==> src/rtl/sc_job_issuer.sv <==
// rtl/sc_job_issuer.sv - start/ready/done initiator with operand hold, result capture and watchdog abort
module sc_job_issuer #(
    parameter int DATA_W  = 8,
    parameter int RES_W   = 8,
    parameter int TIMEOUT = 31
) (
    input  logic              clk,
    input  logic              rst,
    input  logic              cmd_valid,
    output logic              cmd_ready,
    input  logic [DATA_W-1:0] cmd_data,
    output logic [DATA_W-1:0] op_data,
    output logic              start,
    input  logic              ready_in,
    input  logic              done_in,
    input  logic [RES_W-1:0]  result_in,
    output logic              rsp_valid,
    input  logic              rsp_ready,
    output logic [RES_W-1:0]  rsp_data,
    output logic              rsp_err,
    output logic              busy
);

    localparam int WD_W = $clog2(TIMEOUT + 1);
    localparam logic [WD_W-1:0] WD_LAST = WD_W'(TIMEOUT - 1);
    localparam logic [WD_W-1:0] WD_MAX  = WD_W'(TIMEOUT);

    typedef enum logic [2:0] {
        S_IDLE,
        S_WAIT_RDY,
        S_ISSUE,
        S_ARM,
        S_RUN,
        S_RESP
    } state_t;

    state_t              r_state;
    state_t              w_next;
    logic [WD_W-1:0]     r_wd_cnt;
    logic [DATA_W-1:0]   r_op_data;
    logic                r_start;
    logic                r_rsp_valid;
    logic [RES_W-1:0]    r_rsp_data;
    logic                r_rsp_err;
    logic                w_wait_state;
    logic                w_exit;
    logic                w_timeout;

    always_comb begin
        w_next       = r_state;
        w_wait_state = 1'b0;
        w_exit       = 1'b0;
        w_timeout    = 1'b0;
        case (r_state)
            S_IDLE:     if (cmd_valid) w_next = S_WAIT_RDY;
            S_WAIT_RDY: begin
                // A controller parked after a previous job shows done, not ready.
                w_wait_state = 1'b1;
                w_exit       = ready_in | done_in;
                if (w_exit) w_next = S_ISSUE;
            end
            S_ISSUE:    w_next = S_ARM;
            S_ARM: begin
                w_wait_state = 1'b1;
                w_exit       = !ready_in && !done_in;
                if (w_exit) w_next = S_RUN;
            end
            S_RUN: begin
                w_wait_state = 1'b1;
                w_exit       = done_in;
                if (w_exit) w_next = S_RESP;
            end
            S_RESP:     if (rsp_ready) w_next = S_IDLE;
            default:    w_next = S_IDLE;
        endcase
        // The cycle in which the count would reach TIMEOUT is the last one allowed.
        w_timeout = w_wait_state && !w_exit && (r_wd_cnt >= WD_LAST);
        if (w_timeout) w_next = S_RESP;
    end

    always_ff @(posedge clk or posedge rst) begin
        if (rst) begin
            r_state     <= S_IDLE;
            r_wd_cnt    <= '0;
            r_op_data   <= '0;
            r_start     <= 1'b0;
            r_rsp_valid <= 1'b0;
            r_rsp_data  <= '0;
            r_rsp_err   <= 1'b0;
        end else begin
            r_state <= w_next;
            r_start <= (w_next == S_ISSUE);

            if (w_next != r_state)
                r_wd_cnt <= '0;
            else if (w_wait_state && r_wd_cnt != WD_MAX)
                r_wd_cnt <= r_wd_cnt + 1'b1;

            if (r_state == S_IDLE && cmd_valid)
                r_op_data <= cmd_data;

            if (r_state == S_RUN && done_in) begin
                r_rsp_valid <= 1'b1;
                r_rsp_data  <= result_in;
                r_rsp_err   <= 1'b0;
            end else if (w_timeout) begin
                r_rsp_valid <= 1'b1;
                r_rsp_data  <= '0;
                r_rsp_err   <= 1'b1;
            end else if (r_state == S_RESP && rsp_ready) begin
                r_rsp_valid <= 1'b0;
            end
        end
    end

    assign cmd_ready = (r_state == S_IDLE);
    assign busy      = (r_state != S_IDLE);
    assign op_data   = r_op_data;
    assign start     = r_start;
    assign rsp_valid = r_rsp_valid;
    assign rsp_data  = r_rsp_data;
    assign rsp_err   = r_rsp_err;

endmodule

==> config.mk <==
export PLATFORM = sky130hd
export DESIGN_NAME = sc_job_issuer
export DESIGN_NICKNAME = d
export VERILOG_FILES = /design/src/rtl/sc_job_issuer.sv
export SDC_FILE = /design/constraint.sdc
export NUM_CORES = 1
export LEC_CHECK = 0
export CAP_MARGIN = 0
export CORE_UTILIZATION = 50
export CTS_BUF_LIST = sky130_fd_sc_hd__clkbuf_8
export DETAILED_ROUTE_END_ITERATION = 6
export PLACE_DENSITY = 0.84
export SETUP_SLACK_MARGIN = 0.15
export SLEW_MARGIN = 20
export SYNTH_ARGS = -nofsm -noshare
export SYNTH_HDL_FRONTEND = slang
export SYNTH_SLANG_ARGS = --single-unit
==> constraint.sdc <==
create_clock -name clk -period 4.8 [get_ports clk]
set_input_delay 0.48 -clock clk [delete_from_list [all_inputs] [get_ports clk]]
set_output_delay 0.48 -clock clk [all_outputs]
set_load 0.05 [all_outputs]
Word-level counts from Yosys, hierarchy flattened
Cells that the tools add are included.

storage, ports and cells
  register bits = 27
  input bits = 22
  output and inout bits = 21
  word-level logic and storage cells = 52

cells by class
  add/subtract/negate cells = 1
  magnitude comparators = 1
  equal/unequal tests = 8
  muxes and demuxes = 18
  bitwise logic cells = 1
  reduce and logical (&&, ||, !) cells = 16

operator list
  kind                 count
  $mux 3               6
  $pmux 3 s6           1
  $mux 8               2
  $mux 5               2
  $eq 3x2->1 const B   3
  $logic_and 1x1->1    7
  $eq 3x3->1 const B   2
  $mux 1               6
  $reduce_bool 3->1    2
  $add 5x1->5 const B  1
  $ge 5x5->1 const B   1
  $ne 5x5->1 const B   1
  $reduce_bool 2->1    2
  $eq 3x1->1 const B   1
  $logic_not 1->1      3
  $logic_not 3->1      1
  $ne 3x3->1           1
  $pmux 1 s3           1
  $reduce_or 3->1      1
  $or 1x1->1           1

Logic depth before layout (Yosys ltp)
  depth after elaboration = 9
  depth in mapped cells = 8
  gate-level depth less buffers = 7

Worst setup path before layout
OpenSTA, ideal clock, no wires.

  kind = flip-flop to flip-flop
  from = register r_state[0]
  to = register r_op_data[0], in the netlist op_data[0]
  library setup time = 0.125 ns
  arrival = 2.110 ns
  required time = 4.675 ns
  slack = 2.565 ns
  cell stages (with the launch flop) = 8
  buffers on the path = 2
  period minus slack after synthesis = 2.235 ns
  cells stage by stage = dfrtp_1 -> buf_2 -> nor2_1 -> nand2_1 -> inv_1 -> and2_1 -> buf_2 -> mux2_2

on the way
  longest elaborated chain between the ends = 2

RTL lines
  element                   line  text
  start: declaration        37    state_t r_state;
  start signal: assignment  91    r_state <= w_next;
  $logic_not 3->1           n/a
  via cmd_ready             10    output logic cmd_ready,
  $logic_and 1x1->1         99    if (r_state == S_IDLE && cmd_valid)
  end signal: assignment    100   r_op_data <= cmd_data;
  end: declaration          40    logic [DATA_W-1:0] r_op_data;

The timed path passes the listed nets, and every way through them passes these cells.
A chain may end at the register's enable or synchronous reset.

Worst setup path in the final report
  from = register r_state[1]
  to = output cmd_ready

on the way
  longest elaborated chain between the ends = 1

RTL lines
  element           line  text
  $logic_not 3->1   116   assign cmd_ready = (r_state == S_IDLE);
  end: declaration  10

Every way passes these cells.

==> results.tsv <==
stage	metric	value	unit
cells_and_area	antennaDiodeCount	0	
clocking	cts_hold_buf	0	
placement	io_buffers	42	
critical_path	criticalPathCategory	flip-flop to primary output	
yosys	synth_area_leaders	dfrtp_1 52%, mux2_2 7.0%, a22o_1 5.4%	
routing	viasPerCell	5.580	
grt	antenna_found_initial	0	
critical_path	slowest_delay	800	ps
yosys	netlist_area	1292	µm²
power_and_ir_drop	peakVddDrop	488.7	µV
timing	clock_skew	1.758	ps
cells_and_area	final_area	1755	µm²
routing	num_vias	1010	
floorplan	die_area	2792	µm²
timing	finalCriticalPeriod	2463	ps
floorplan	fp.dieH	52.84	µm
grt	grt_pass1_wl	4333	µm
clocking	cts_max_level	1	
timing	max_slew_margin	0.3873	
critical_path	worstPathRequired	4320	ps
timing	tightest_slew	913.4	ps
floorplan	fp-row-count	18	
power_and_ir_drop	total_power	1.230	mW
yosys	yosysTopAreaCellShare	0.5227	
critical_path	path_max_fanout	14	
floorplan	start_util	0.5265	
floorplan	die_width	52.84	µm
power_and_ir_drop	cellPowerDensity	700.8	nW/µm²
placement	post_dp_cell_area	1710	µm²
timing	hold_viol_final	0	
routing	firstDrtPassIters	5	
critical_path	arrival	1980	ps
cells_and_area	fin_nets	177	
clocking	insertion_delay	260	ps
cells_and_area	drive_gt1_frac	0.08609	
clocking	numCtsBuffers	3	
critical_path	crit_slowest_cell	clkdlybuf4s50_1	
job	maxCapViolations	0	
routing	drc	0	
yosys	synth_edf_count	0	
floorplan	core	2455	µm²
grt	track_usage	0.2209	
yosys	ys_ff_latch	27	
grt	grt_pass1_vias	928	
yosys	synthTopCellsByCount	27 x dfrtp_1, 10 x nor2_1, 8 x a22o_1, 8 x mux2_2	
grt	grt_max_degree	28	
clocking	cts_setup_buffers	0	
clocking	cts_tree	done	
placement	hpwl	2080	µm
critical_path	end_kind	primary output	
yosys	syn_area_per_cell	11.64	µm²
yosys	ys.flop_type	dfrtp_1	
timing	fin_crit_sh	0.5131	
cells_and_area	syn_to_final_growth	35.82	%
placement	gp_congestion	0.8671	
critical_path	crit_chain	nor2_1, nand2_1, inv_1, clkdlybuf4s50_1	
critical_path	worstSetupStartpointType	flip-flop	
timing	fin_setup_tns	0	ps
clocking	clock_sinks	27	
yosys	synth.net_count	136	
hold_path	hold_class	flip-flop to flip-flop	
yosys	ys_seq_area_frac	0.5227	
routing	wire_per_inst	15.12	µm
timing	setup_violations	0	
power_and_ir_drop	p_leak	0.7685	nW
timing	maxSlewViolCount	0	
routing	ant_nets	0	
floorplan	ios	43	
routing	drt_wl_total	2737	µm
timing	fmax	406.0	MHz
yosys	synth_top_area_cell	dfrtp_1	
clocking	cts.repair.resized	0	
routing	drt_iter0_drc	26	
clocking	clkTransAtPathRegs	90	ps
yosys	yosysMostFrequentCell	dfrtp_1	
clocking	clk_path_buf_depth	2	
yosys	synthArstFlopShare	1.000	
grt	grt-ovfl-total	0	
clocking	root_buffer	clkbuf_8	
timing	rsz0062_at_grt	false	
yosys	synthDistinctLibCells	42	
yosys	ys_warn_count	0	
yosys	syn-instance-count	111	
run_status	status	finished clean	
## report_power, final
group          switching (mW)  internal (mW)
registers              0.0835          0.319
logic                   0.433          0.272
clock network          0.0658         0.0572
## placed cells by master, fill, tap and decap left out, drive strengths merged, types with 2 or more instances in the layout
master,count
a211oi,2
o21ai,3
ha,3
o31ai,2
a22o,8
a21oi,2
nand2,5
dfrtp,27
clkbuf,3
nor2,10
xnor2,2
clkdlybuf4s50,42
mux2,8
inv,5
xor2,3
nor2b,2
nor3b,2
## path summary, 6_finish.rpt
| kind | to | start | slack, ps | depth (start not counted) |
|---|---|---|---|---|
| min in group asynchronous | rsp_data[5]$_DFFE_PP0P_ | rst | 610 | 2 |
| min reg2reg | rsp_data[7]$_DFFE_PP0P_ | rsp_data[7]$_DFFE_PP0P_ | 510 | 1 |
| min | rsp_data[7]$_DFFE_PP0P_ | rsp_data[7]$_DFFE_PP0P_ | 510 | 1 |
| max reg2reg | r_wd_cnt[1]$_DFFE_PP0P_ | r_state[1]$_DFF_PP0_ | 2830 | 5 |
| max | cmd_ready | r_state[1]$_DFF_PP0_ | 2340 | 4 |
| max in group asynchronous | rsp_data[6]$_DFFE_PP0P_ | rst | 3770 | 2 |
## critical path, delay by kind of cell (launching register included)
| kind | cells | cell delay [ps] |
|---|---|---|
| AND/OR/NAND/NOR | 2 | 300 |
| buffers and inverters | 2 | 880 |
| flip-flops | 1 | 540 |
## flip-flops by register name, summed over array words and instances, names as in the netlist
signal and flops:
op_data 8, r_state 3, r_wd_cnt 5, rsp_data 8, rsp_err 1, rsp_valid 1, start 1
## stage by stage
stage          instances  worst slack (ps)  hold slack (ps)  utilization
2_1_floorplan        111              2565            514.0            -
3_3_place_gp         177              2457            485.2       0.6967
3_5_place_dp         177              2402            490.2       0.6967
4_1_cts              181              2342            513.6       0.7151
5_1_grt              181              2245            523.1       0.7151
6_report             181              2337            507.7       0.7151
## layout make-up
type	count	area, µm²
Clock buffer	3	41.29
Fill cell	177	699.4
Clock inverter	1	3.754
Inverter	5	18.77
Timing Repair Buffer	42	420.4
Multi-Input combinational cell	73	558.0
Sequential cell	27	675.6
Tap cell	30	37.54
## metal layers
layer | track usage | share of wire | vias to the layer above
li1 | - | - | 483
met1 | 0.3064 | 0.45 | 491
met2 | 0.3460 | 0.50 | 30
met3 | 0.03478 | 0.038 | 6
met4 | 0.07895 | 0.013 | 0
met5 | 0 | 0 | -
## logic make-up (layout without fill, tap and decap cells)
logic type               count (synthesis)  count (layout)  synth area share
AO/OA/AOI/OAI                           28              28            0.1781
AND/OR/NAND/NOR                         28              28            0.1133
flip-flops                              27              27            0.5228
buffers and inverters                   11              51           0.04549
multiplexers                             9               9           0.07745
XOR/XNOR                                 5               5           0.03389
adder cells (fa/ha/maj)                  3               3           0.02904
(Power assumes the default switching activity.)
